`src/rtl/and_or_selftest.sv`:
```
// Built-in self-test sequencer for a registered 4-input AND-OR unit.
// It sweeps all 16 input vectors {a,b,c,d} through the unit on consecutive
// cycles. It compares the unit's registered result f against (a&b)|(c&d),
// lining each expected value up with the unit's LAT-cycle latency. It counts
// the mismatches and captures the index of the first failing vector.

module and_or_selftest #(
    parameter int LAT = 1
) (
    input  logic       clk,
    input  logic       rst,
    input  logic       start,
    input  logic       f,
    output logic       a,
    output logic       b,
    output logic       c,
    output logic       d,
    output logic       busy,
    output logic       done,
    output logic       pass,
    output logic [4:0] fail_count,
    output logic [3:0] first_fail_vec,
    output logic       first_fail_valid
);

    localparam logic [1:0] DRAIN_LAST = 2'(LAT - 1);

    typedef enum logic [1:0] {
        IDLE,
        DRIVE,
        DRAIN,
        DONE
    } state_t;

    // One slot of the expected-value delay pipe.
    typedef struct packed {
        logic       valid;
        logic       expect_f;
        logic [3:0] idx;
    } pipe_t;

    state_t     state;
    state_t     state_next;
    logic [3:0] vec;
    logic [1:0] drain_cnt;
    pipe_t      pipe [LAT];
    pipe_t      pipe_out;
    logic       start_accept;
    logic       mismatch;

    // A start request is honoured only when no sweep is running.
    assign start_accept = start && ((state == IDLE) || (state == DONE));

    assign pipe_out = pipe[LAT-1];
    assign mismatch = pipe_out.valid && (f != pipe_out.expect_f);

    // State register.
    // NOTE: state is updated with <= so that every flop in this edge sees the
    // pre-edge values, which is what makes the edge-by-edge timing hold.
    always_ff @(posedge clk or posedge rst) begin
        if (rst) state <= IDLE;
        else     state <= state_next;
    end

    // Next-state logic: sweep 16 vectors, then drain LAT cycles, then hold results.
    // NOTE: state_next gets its default before the case, so no path through
    // this block can leave it unassigned and infer a latch.
    always_comb begin
        state_next = state;
        case (state)
            IDLE:    if (start_accept) state_next = DRIVE;
            DRIVE:   if (vec == 4'd15) state_next = DRAIN;
            DRAIN:   if (drain_cnt == DRAIN_LAST) state_next = DONE;
            DONE:    if (start_accept) state_next = DRIVE;
            default: state_next = IDLE;
        endcase
    end

    // Stimulus counter. It starts at 0 on entry to DRIVE, steps once per DRIVE
    // edge and wraps 15->0 on the edge that leaves DRIVE. Everywhere else it
    // holds 0.
    always_ff @(posedge clk or posedge rst) begin
        if (rst)                 vec <= 4'd0;
        else if (state == DRIVE) vec <= vec + 4'd1;
        else                     vec <= 4'd0;
    end

    // Counts the LAT edges spent in DRAIN.
    always_ff @(posedge clk or posedge rst) begin
        if (rst)                 drain_cnt <= 2'd0;
        else if (state == DRAIN) drain_cnt <= drain_cnt + 2'd1;
        else                     drain_cnt <= 2'd0;
    end

    // Expected-value pipe. Slot 0 captures the vector currently on {a,b,c,d}.
    // That vector was launched on the previous edge, so together with the LAT
    // slots a vector launched at edge t reaches the compare at edge t+LAT+1.
    // NOTE: the pipe is reset in full, not just its valid bits, so a reset
    // mid-sweep cannot leave a stale compare in flight.
    always_ff @(posedge clk or posedge rst) begin
        if (rst) begin
            for (int i = 0; i < LAT; i++) pipe[i] <= '0;
        end else begin
            pipe[0] <= '{valid:    (state == DRIVE),
                         expect_f: (vec[3] & vec[2]) | (vec[1] & vec[0]),
                         idx:      vec};
            for (int i = 1; i < LAT; i++) pipe[i] <= pipe[i-1];
        end
    end

    // Result registers: cleared by an accepted start, updated on each mismatch.
    always_ff @(posedge clk or posedge rst) begin
        if (rst) begin
            fail_count       <= 5'd0;
            first_fail_vec   <= 4'd0;
            first_fail_valid <= 1'b0;
        end else if (start_accept) begin
            fail_count       <= 5'd0;
            first_fail_vec   <= 4'd0;
            first_fail_valid <= 1'b0;
        end else if (mismatch) begin
            fail_count <= fail_count + 5'd1;
            if (!first_fail_valid) begin
                first_fail_vec   <= pipe_out.idx;
                first_fail_valid <= 1'b1;
            end
        end
    end

    assign {a, b, c, d} = vec;
    assign busy         = (state == DRIVE) || (state == DRAIN);
    assign done         = (state == DONE);
    assign pass         = done && (fail_count == 5'd0);

endmodule

```
`config.mk`:
```
export PLATFORM = sky130hd
export DESIGN_NAME = and_or_selftest
export DESIGN_NICKNAME = d
export VERILOG_FILES = /design/src/rtl/and_or_selftest.sv
export SDC_FILE = /design/constraint.sdc
export NUM_CORES = 1
export LEC_CHECK = 0
export CAP_MARGIN = 20
export CORE_MARGIN = 5
export CORE_UTILIZATION = 49
export CTS_CLUSTER_SIZE = 28
export DETAILED_ROUTE_END_ITERATION = 7
export HOLD_SLACK_MARGIN = 0.15
export PLACE_DENSITY_LB_ADDON = 0.25
export SLEW_MARGIN = 20
export SYNTH_ARGS = -nofsm -noshare
export SYNTH_HDL_FRONTEND = slang
export SYNTH_SLANG_ARGS = --single-unit
```
`constraint.sdc`:
```
create_clock -name clk -period 1.9 [get_ports clk]
set_input_delay 0.38 -clock clk [delete_from_list [all_inputs] [get_ports clk]]
set_output_delay 0.38 -clock clk [all_outputs]
set_load 0.05 [all_outputs]
```
======== After elaboration in Yosys (flattened, before gate mapping) ========
Cells that the tools add are included.
word-level totals
  bits in registers ....................... 24
  bits in latches ......................... 0
  bits in writable memories ............... 0
  ROM bits ................................ 0
  bits of input ports ..................... 4
  output and inout bits ................... 17
  logic and storage cells ................. 49
  memories kept ........................... 0
operators by class
  $add $sub $neg .......................... 3
  multipliers ............................. 0
  divide/modulo/power cells ............... 0
  $lt $le $gt $ge ......................... 0
  equal/unequal tests ..................... 9
  shifts and indexed selects .............. 0
  muxes and demuxes ....................... 13
  bitwise operators ....................... 3
  reduce and logical (&&, ||, !) cells .... 12
operators with widths
  operator               count
  $mux W4                4
  $mux W5                2
  $mux W2                4
  $pmux W2 S3            1
  $add A5 B1 Y5 const B  1
  $logic_not A5 Y1       1
  $add A4 B1 Y4 const B  1
  $eq A2 B2 Y1 const B   2
  $eq A4 B4 Y1 const B   1
  $logic_not A2 Y1       2
  $ne A2 B1 Y1 const B   2
  $ne A2 B2 Y1 const B   2
  $logic_and A1 B1 Y1    3
  $reduce_and A3 Y1      1
  $add A2 B1 Y2 const B  1
  $and A1 B1 Y1          2
  $eq A2 B1 Y1 const B   1
  $logic_or A1 B1 Y1     2
  $mux W1                2
  $reduce_and A2 Y1      1
  $reduce_bool A2 Y1     1
  $reduce_or A2 Y1       1
  $ne A1 B1 Y1           1
  $or A1 B1 Y1           1

======== Longest topological paths before layout ========
Gate-level depths: netlist of the first run.
  depth in word-level cells ............... 5
  mapped depth ............................ 5
  gate-level depth less buffers ........... 5

======== Worst setup path after synthesis of the first run ========
Ideal clock, no wire load.
  kind .................................... flip-flop to output port
  from .................................... register state[0]
  to ...................................... output pass
  data arrival time ....................... 1.442 ns
  required time ........................... 1.520 ns
  setup slack ............................. 0.078 ns
  stages on the path, launching flop included .. 3
  path buffers ............................ 0
  cell sequence ........................... dfrtp_1 ha_1 and4b_1
on the way
  cells in the longest elaborated chain, start to end .. 2
ends and longest elaborated chain
  element                   line  source
  start: declaration        42    state_t state;
  start signal: assignment  62    else state <= state_next;
  $eq A2 B2 Y1              132   assign done = (state == DONE);
  via done                  19    output logic done,
  $logic_and A1 B1 Y1       133   assign pass = done && (fail_count == 5'd0);
  end: declaration          20    output logic pass,
The timed path passes the listed nets, and every way through them passes these cells.

======== Worst setup path in the final report of the first run ========
  from .................................... register first_fail_vec[3]
  to ...................................... output first_fail_vec[3]
RTL lines
  element                   line  source
  start: declaration        22    output logic [3:0] first_fail_vec,
  start signal: assignment  124   first_fail_vec <= pipe_out.idx;
No word-level cell between the ends.

==> metrics.yaml, run 1 <==
run_status:
  status: "finished clean"
drt:
  wl_mm: 2.15
  drt_iter0_drc: 22
  antenna_left: 0
  dr_total_vias: 787
  drc: 0
  routedWlPerCell_um: 13.9
  firstDrtPassIters: 4
  vias_per_cell: 5.11
floorplan:
  coreArea_um2: 2150
  die_x_um: 56.9
  io_pins: 21
  start_util_pct: 50.1
  die-area_um2: 3240
  num_rows: 17
  die_h_um: 56.9
synthesis:
  synth_cell_type_count: 24
  ys_ff_latch: 24
  ys_seq_area_share_pct: 55.7
  synth_nets: 110
  syn_inst: 98
  syn_area_um2: 1080
  synth_area_per_cell_um2: 11.0
  ys.warnings.count: 0
grt:
  grt_use_total_pct: 14.6
  grt_max_degree: 25
  grt_pass1_wl_mm: 3.67
  first_global_vias: 836
  grt_overflow_total: 0
  antenna_found_initial: 0
placement:
  place.gp.congestion: 0.675
  dpl_worst_slack_ps: -8.54
  hpwl_mm: 1.56
  portBuffers: 20
timing:
  finalCritPeriodShare_pct: 97.4
  worst_pin_slew_ps: 762
  setup_tns_ps: 0
  setup_ws_ps: 49.9
  relSlewSlack_pct: 48.8
  fin_crit_ps: 1850
  fmax_ghz: 0.540
  rsz0062_at_grt: "false"
  finalMaxSlewViolations: 0
  final_hold_viol_count: 0
  fin_worst_skew_ps: 1.99
  setup_viol: 0
setup_path:
  end_kind: "primary output"
  slowest_stage: "clkdlybuf4s50_1"
  crit_path_start_kind: "flip-flop"
  path_buf_inv: 1
  crit_cells: 1
  crit_family: "buffers and inverters"
  worst_ep_arrival_time_ps: 1470
  crit_required_ps: 1520
  path_max_fanout: 2
  slowest_delay_ps: 790
  path_class: "reg -> out"
  reg2reg_depth: 5
  crit_chain: "clkdlybuf4s50_1"
clock_tree:
  clk_path_buf_depth: 2
  worstSkewPairLatency_ps: 310
  cts.sink_count: 24
  cts.clk_slew.worst_paths_ps: 140
  cts_tree: "done"
  clock_tree.root_cell: "clkbuf_4"
  numCtsBuffers: 3
  cts_hold_buf: 0
  htree_levels: 1
worst_hold_path:
  hold_class: "in -> async"
flow_run:
  drv_cap: 0
pwr:
  ir_drop_v: 0.00100
  p_leak_nw: 0.749
  powerDensity_nw_per_um2: 1660
layout:
  multi_input_area_um2: 437
  seqCellArea_um2: 601
  nFillCells: 182
  fin_util_pct: 65.3
  drive_gt1_share_pct: 19.8
  area.growth.synth_to_final_pct: 30.3
  antenna_cells: 0
  final_nets: 139
==> metrics by stage <==
stage | power (W) | hold slack (ps) | cells | instance area [um2]
after CTS | 0.00229 | 391 | 152 | 1370
after global routing | 0.00248 | 416 | 154 | 1400
after floorplan | 0.00148 | 395 | 98 | 1080
after global placement | 0.00187 | 415 | 148 | 1320
after detailed placement | 0.00191 | 423 | 148 | 1320
final | 0.00234 | 392 | 154 | 1400
==> sequential cells by signal, indices dropped and copies added (netlist names) <==
signal / cells
vec: 4
pipe: 6
drain_cnt: 2
first_fail_vec: 4
first_fail_valid: 1
fail_count: 5
state: 2
==> report_power, final <==
part	leakage (nW)	internal (W)	switching (W)
sequential	0.321	0.000637	0.000123
clock	0.0279	0.000213	0.000158
combinational	0.399	0.000477	0.000728
==> synth_stat cells, drive strengths merged <==
master	count	share of area, %
nand2	3	1.0
o21a	1	0.70
a222oi	1	0.93
nor2	3	1.0
nor2b	3	1.7
dfrtp	24	56
o21ai	8	3.7
inv	11	3.8
xor2	2	1.6
and2	4	2.3
a21oi	9	4.2
nand2b	1	0.58
o31a	1	0.93
nand4	1	0.58
nor4	1	0.58
mux2i	2	1.9
nand3	8	3.7
a21o	1	0.70
buf	1	1.0
ha	8	9.3
xnor2	2	1.6
or3	2	1.3
and4b	1	0.93
==> cell type report <==
cell class                      instances  area share, %
Sequential cell                        24           42.8
Timing Repair Buffer                   25           16.9
Tap cell                               28           2.50
Clock buffer                            3           1.60
Clock inverter                          1           2.14
Multi-Input combinational cell         62           31.1
Inverter                               11           2.94
==> per-layer routing <==
metal | GRT usage [%] | share of wire [%]
met1 | 18.2 | 43
met2 | 25.1 | 52
met3 | 2.07 | 3.8
met4 | 5.96 | 0.61
met5 | 0 | 0
==> cell families after synthesis <==
| kind of cell | after synthesis | share of synthesized area [%] |
|---|---|---|
| flip-flops | 24 | 55.7 |
| adder cells (fa/ha/maj) | 8 | 9.29 |
| multiplexers | 2 | 1.86 |
| AO/OA/AOI/OAI | 21 | 11.2 |
| AND/OR/NAND/NOR | 27 | 13.8 |
| XOR/XNOR | 4 | 3.25 |
| buffers and inverters | 12 | 4.88 |
==> layout by cell type, fill, tap and decap left out, drive strengths merged, types with 2 or more instances in the layout <==
cell type,n
or3,2
ha,8
buf,18
nand3,8
xor2,2
clkbuf,3
o21ai,8
dlymetal6s2s,3
nand2,3
inv,11
xnor2,2
nor2,3
mux2i,2
clkdlybuf4s50,4
nor2b,3
a21oi,9
dfrtp,24
and2,4
==> final timing paths <==
| path | start | to | slack, ps |
|---|---|---|---|
| hold / removal | rst | drain_cnt[0] | 390 |
| setup reg to reg | state[0] | state[1] | 340 |
| hold reg to reg | vec[1] | pipe[1] | 450 |
| min in group clk | vec[1] | pipe[1] | 450 |
| max in group asynchronous | rst | vec[2] | 1280 |
| setup / recovery | first_fail_vec[3] | first_fail_vec[3] | 50 |
==> what timing repair did <==
| action | 4_1_cts | 5_1_grt |
|---|---|---|
| setup buffers | 0 | 2 |
| resized for setup | 0 | 4 |
| endpoints found under the setup margin | 0 | 6 |
(Power assumes the default switching activity.)
==> inputs of run 2 (changes only) <==
--- a/config.mk
+++ b/config.mk
@@ -12,6 +12,7 @@
 export DETAILED_ROUTE_END_ITERATION = 7
 export HOLD_SLACK_MARGIN = 0.15
 export PLACE_DENSITY_LB_ADDON = 0.25
+export SKIP_LAST_GASP = 1
 export SLEW_MARGIN = 20
 export SYNTH_ARGS = -nofsm -noshare
 export SYNTH_HDL_FRONTEND = slang
==> metrics.yaml, run 2 (synthesized netlist as in run 1, its figures left out) <==
run_status:
  status: "finished clean"
grt:
  grt_overflow_total: 0
  antenna_found_initial: 0
  grt_pass1_wl_mm: 3.67
  grt_use_total_pct: 14.6
  grt_max_degree: 25
  grt_use_met3_pct: 2.07
  top_usage_layer: "met2"
  grt_use_met1_pct: 18.2
  gr-usage-met2_pct: 25.1
  first_global_vias: 836
setup_path:
  worstSetupStartpoint: "first_fail_vec[3]"
  slowest_delay_ps: 790
  crit_path_start_kind: "flip-flop"
  crit_family: "buffers and inverters"
  reg2reg_from: "state[0]"
  end_kind: "primary output"
  path_buf_inv: 1
  path_max_fanout: 2
  crit_required_ps: 1520
  worst_ep_arrival_time_ps: 1470
  crit_chain: "clkdlybuf4s50_1"
  slowest_stage: "clkdlybuf4s50_1"
  path_class: "reg -> out"
pwr:
  p_sw_w: 0.000999
  intPower_w: 0.00130
  comb_power_share_pct: 51.1
  clockPowerShare_pct: 16.1
  p_sw_share_pct: 43.4
  powerDensity_nw_per_um2: 1660
  seq_power_share_pct: 32.8
  ir_drop_v: 0.00100
  p_leak_nw: 0.749
drt:
  antenna_left: 0
  routedWlPerCell_um: 13.9
  wl_mm: 2.14
  vias_per_cell: 5.12
  dr_total_vias: 788
  drc: 0
  drt_iter0_drc: 12
  firstDrtPassIters: 4
timing:
  rsz0062_at_grt: "true"
  fmax_ghz: 0.541
  finalCritPeriodShare_pct: 97.4
  fin_crit_ps: 1850
  setup_tns_ps: 0
  setup_viol: 0
  fin_worst_skew_ps: 1.89
  hold_slack_ps: 392
  worst_pin_slew_ps: 762
  final_hold_viol_count: 0
  setup_ws_ps: 50.0
  relSlewSlack_pct: 48.8
  finalMaxSlewViolations: 0
placement:
  portBuffers: 20
  place.gp.congestion: 0.675
  dpl_worst_slack_ps: -8.54
  hpwl_mm: 1.56
  place_area_um2: 1320
worst_hold_path:
  hold_class: "in -> async"
layout:
  layout_commonest_cell: "dfrtp_1"
  final_nets: 139
  biggestRegsByFlops: "pipe: 6 flops, fail_count: 5 flops"
  drive_gt1_share_pct: 19.0
  final_cell_mix: "dfrtp_1 (24), buf_4 (16), inv_1 (11)"
  antenna_cells: 0
  largest_register_ffs: 6
  finalInstanceArea_um2: 1390
  top_register: "pipe"
  area.growth.synth_to_final_pct: 29.2
clock_tree:
  numCtsBuffers: 3
  worstSkewPairLatency_ps: 310
  cts.sink_count: 24
  clock_tree.root_cell: "clkbuf_4"
  clk_path_buf_depth: 2
  htree_levels: 1
  cts_tree: "done"
  cts.clk_slew.worst_paths_ps: 140
floorplan:
  start_util_pct: 50.1
  io_pins: 21
  die_x_um: 56.9
  die-area_um2: 3240
  die_h_um: 56.9
  num_rows: 17
  coreArea_um2: 2150
flow_run:
  drv_cap: 0
run 2: cell counts in the layout (fill, tap and decap cells not counted):
Identical to the previous run, type by type.
run 2: layout make-up:
class | instances | area, um2
Clock buffer | 3 | 22.5
Clock inverter | 1 | 30.0
Fill cell | 184 | 757
Inverter | 11 | 41.3
Multi-Input combinational cell | 62 | 424
Sequential cell | 24 | 601
Tap cell | 28 | 35.0
Timing Repair Buffer | 25 | 238
run 2: per-stage QoR:
step / total power [W] / util [%] / instances
6_report: 0.00230 / 64.8 / 154
5_1_grt: 0.00244 / 64.8 / 154
4_1_cts: 0.00229 / 63.7 / 152
3_5_place_dp: 0.00191 / 61.3 / 148
3_3_place_gp: 0.00187 / 61.3 / 148
2_1_floorplan: 0.00148 / - / 98
run 2: power groups by stage:
stage	combinational (W)	sequential [W]	clock, W
2_1_floorplan	0.000533	0.000946	0
3_3_place_gp	0.00111	0.000760	0
3_5_place_dp	0.00114	0.000770	0
4_1_cts	0.00115	0.000759	0.000379
5_1_grt	0.00126	0.000777	0.000402
6_report	0.00118	0.000756	0.000371
run 2: layer usage:
layer | up-vias | wire (um)
li1 | 388 | -
met3 | 2 | 81
met2 | 14 | 1130
met1 | 384 | 916
met4 | 0 | 13
met5 | - | 0
run 2: worst paths after layout:
| path | endpoint | slack (ps) | cells after the start |
|---|---|---|---|
| worst max-delay path | first_fail_vec[3] | 50 | 1 |
| worst min-delay path | drain_cnt[0] | 390 | 3 |
| worst max register to register | state[1] | 280 | 5 |
| worst min register to register | pipe[1] | 450 | 0 |
| max in group asynchronous | vec[2] | 1280 | 3 |
| min in group clk | pipe[1] | 450 | 0 |
run 2: timing repair:
item | in CTS | in global routing
gates resized for setup | 0 | 3
setup buffers | 0 | 2
endpoints found under the setup margin | 0 | 6
hold buffers | 0 | 0
==> inputs of run 3 (changes only) <==
--- a/config.mk
+++ b/config.mk
@@ -5,9 +5,11 @@
 export SDC_FILE = /design/constraint.sdc
 export NUM_CORES = 1
 export LEC_CHECK = 0
+export ABC_CLOCK_PERIOD_IN_PS = 1900
 export CAP_MARGIN = 20
+export CORE_ASPECT_RATIO = 1.75
 export CORE_MARGIN = 5
-export CORE_UTILIZATION = 49
+export CORE_UTILIZATION = 35
 export CTS_CLUSTER_SIZE = 28
 export DETAILED_ROUTE_END_ITERATION = 7
 export HOLD_SLACK_MARGIN = 0.15
==> metrics.yaml, run 3 (synthesized netlist as in run 1, its figures left out) <==
run_status:
  status: "finished clean"
drt:
  vias_per_cell: 4.66
  firstDrtPassIters: 4
  dr_total_vias: 779
  drc: 0
  wl_mm: 2.03
  routedWlPerCell_um: 12.2
  antenna_left: 0
  drt_iter0_drc: 21
timing:
  fin_worst_skew_ps: 4.56
  finalCritPeriodShare_pct: 94.2
  final_hold_viol_count: 0
  rsz0062_at_grt: "false"
  worst_pin_slew_ps: 505
  fmax_ghz: 0.559
  setup_viol: 0
  relSlewSlack_pct: 66.3
  finalMaxSlewViolations: 0
  hold_slack_ps: 430
  fin_crit_ps: 1790
  setup_tns_ps: 0
clock_tree:
  worstSkewPairLatency_ps: 270
  clock_tree.root_cell: "clkbuf_8"
  cts_setup_buffers: 0
  numCtsBuffers: 3
  cts.clk_slew.worst_paths_ps: 90
  cts_hold_buf: 0
  clk_path_buf_depth: 2
  cts_resized: 0
  htree_levels: 1
  cts_tree: "done"
  cts.sink_count: 24
floorplan:
  coreArea_um2: 2960
  start_util_pct: 36.4
  die-area_um2: 4330
  die_h_um: 83.4
  io_pins: 21
  num_rows: 26
  die_x_um: 51.9
placement:
  place_area_um2: 1330
  placed_cells: 163
  hpwl_mm: 1.58
  place.gp.congestion: 0.776
  portBuffers: 20
setup_path:
  crit_chain: "clkdlybuf4s50_1"
  crit_family: "buffers and inverters"
  path_max_fanout: 2
  worst_ep_arrival_time_ps: 1410
  slowest_delay_ps: 800
  crit_path_start_kind: "flip-flop"
  slowest_stage: "clkdlybuf4s50_1"
  end_kind: "primary output"
  crit_required_ps: 1520
  path_class: "reg -> out"
  path_buf_inv: 1
layout:
  area.growth.synth_to_final_pct: 30.4
  final_nets: 138
  nFillCells: 272
  layout_commonest_cell: "dfrtp_1"
  largest_register_ffs: 6
  final_cell_mix: "dfrtp_1 (24), buf_4 (18), inv_1 (11)"
  antenna_cells: 0
  biggestRegsByFlops: "pipe: 6 flops, fail_count: 5 flops"
  top_register: "pipe"
  finalInstanceArea_um2: 1410
  instances_no_fill: 167
  drive_gt1_share_pct: 20.8
grt:
  top_usage_layer: "met2"
  grt_use_met1_pct: 10.6
  grt_use_total_pct: 10.8
  grt_overflow_total: 0
  grt_pass1_wl_mm: 3.62
  first_global_vias: 847
  grt_max_degree: 25
  antenna_found_initial: 0
  grt_use_met3_pct: 2.51
  gr-usage-met2_pct: 19.5
worst_hold_path:
  hold_class: "reg -> reg"
flow_run:
  drv_cap: 0
pwr:
  ir_drop_v: 0.00102
  powerDensity_nw_per_um2: 1660
  total_power_w: 0.00233
  p_leak_nw: 0.704
## run 3: cell count changes in the layout (fill, tap and decap cells not counted)
cell	previous run	this run
buf_4	16	18
clkbuf_4	3	0
clkbuf_8	0	3
dlymetal6s2s_1	3	0
## run 3: layout make-up
type                            instances  area (um2)  area share [%]
Clock buffer                            3        41.3            2.94
Clock inverter                          1        30.0            2.14
Inverter                               11        41.3            2.94
Multi-Input combinational cell         62         424            30.2
Sequential cell                        24         601            42.7
Tap cell                               42        52.6            3.74
Timing Repair Buffer                   24         215            15.3
## run 3: through the flow
step,utilization [%],setup slack (ps)
floorplan,-,77.5
global placement,45.1,109
detailed placement,45.1,87.3
CTS,47.5,94.5
global route,47.5,47.3
finish,47.5,111
## run 3: worst paths after layout
check                                        from                end  slack, ps  cells after the start
worst min-delay path                 drain_cnt[0]       drain_cnt[0]        430                      1
max in group asynchronous                     rst           state[0]       1220                      3
worst max register to register           state[0]           state[0]        220                      4
worst max-delay path            first_fail_vec[3]  first_fail_vec[3]        110                      1
worst min register to register       drain_cnt[0]       drain_cnt[0]        430                      1
min in group asynchronous                     rst             vec[2]        450                      3
## run 3: power breakdown
group	switching (W)	internal, W
clock network	0.000163	0.000282
registers	0.000116	0.000638
logic	0.000708	0.000424
total	0.000986	0.00134
## run 3: metal layers
| layer | vias up | share of wire [%] |
|---|---|---|
| li1 | 386 | - |
| met1 | 373 | 39 |
| met2 | 16 | 54 |
| met3 | 4 | 5.0 |
| met4 | 0 | 2.1 |
| met5 | - | 0 |
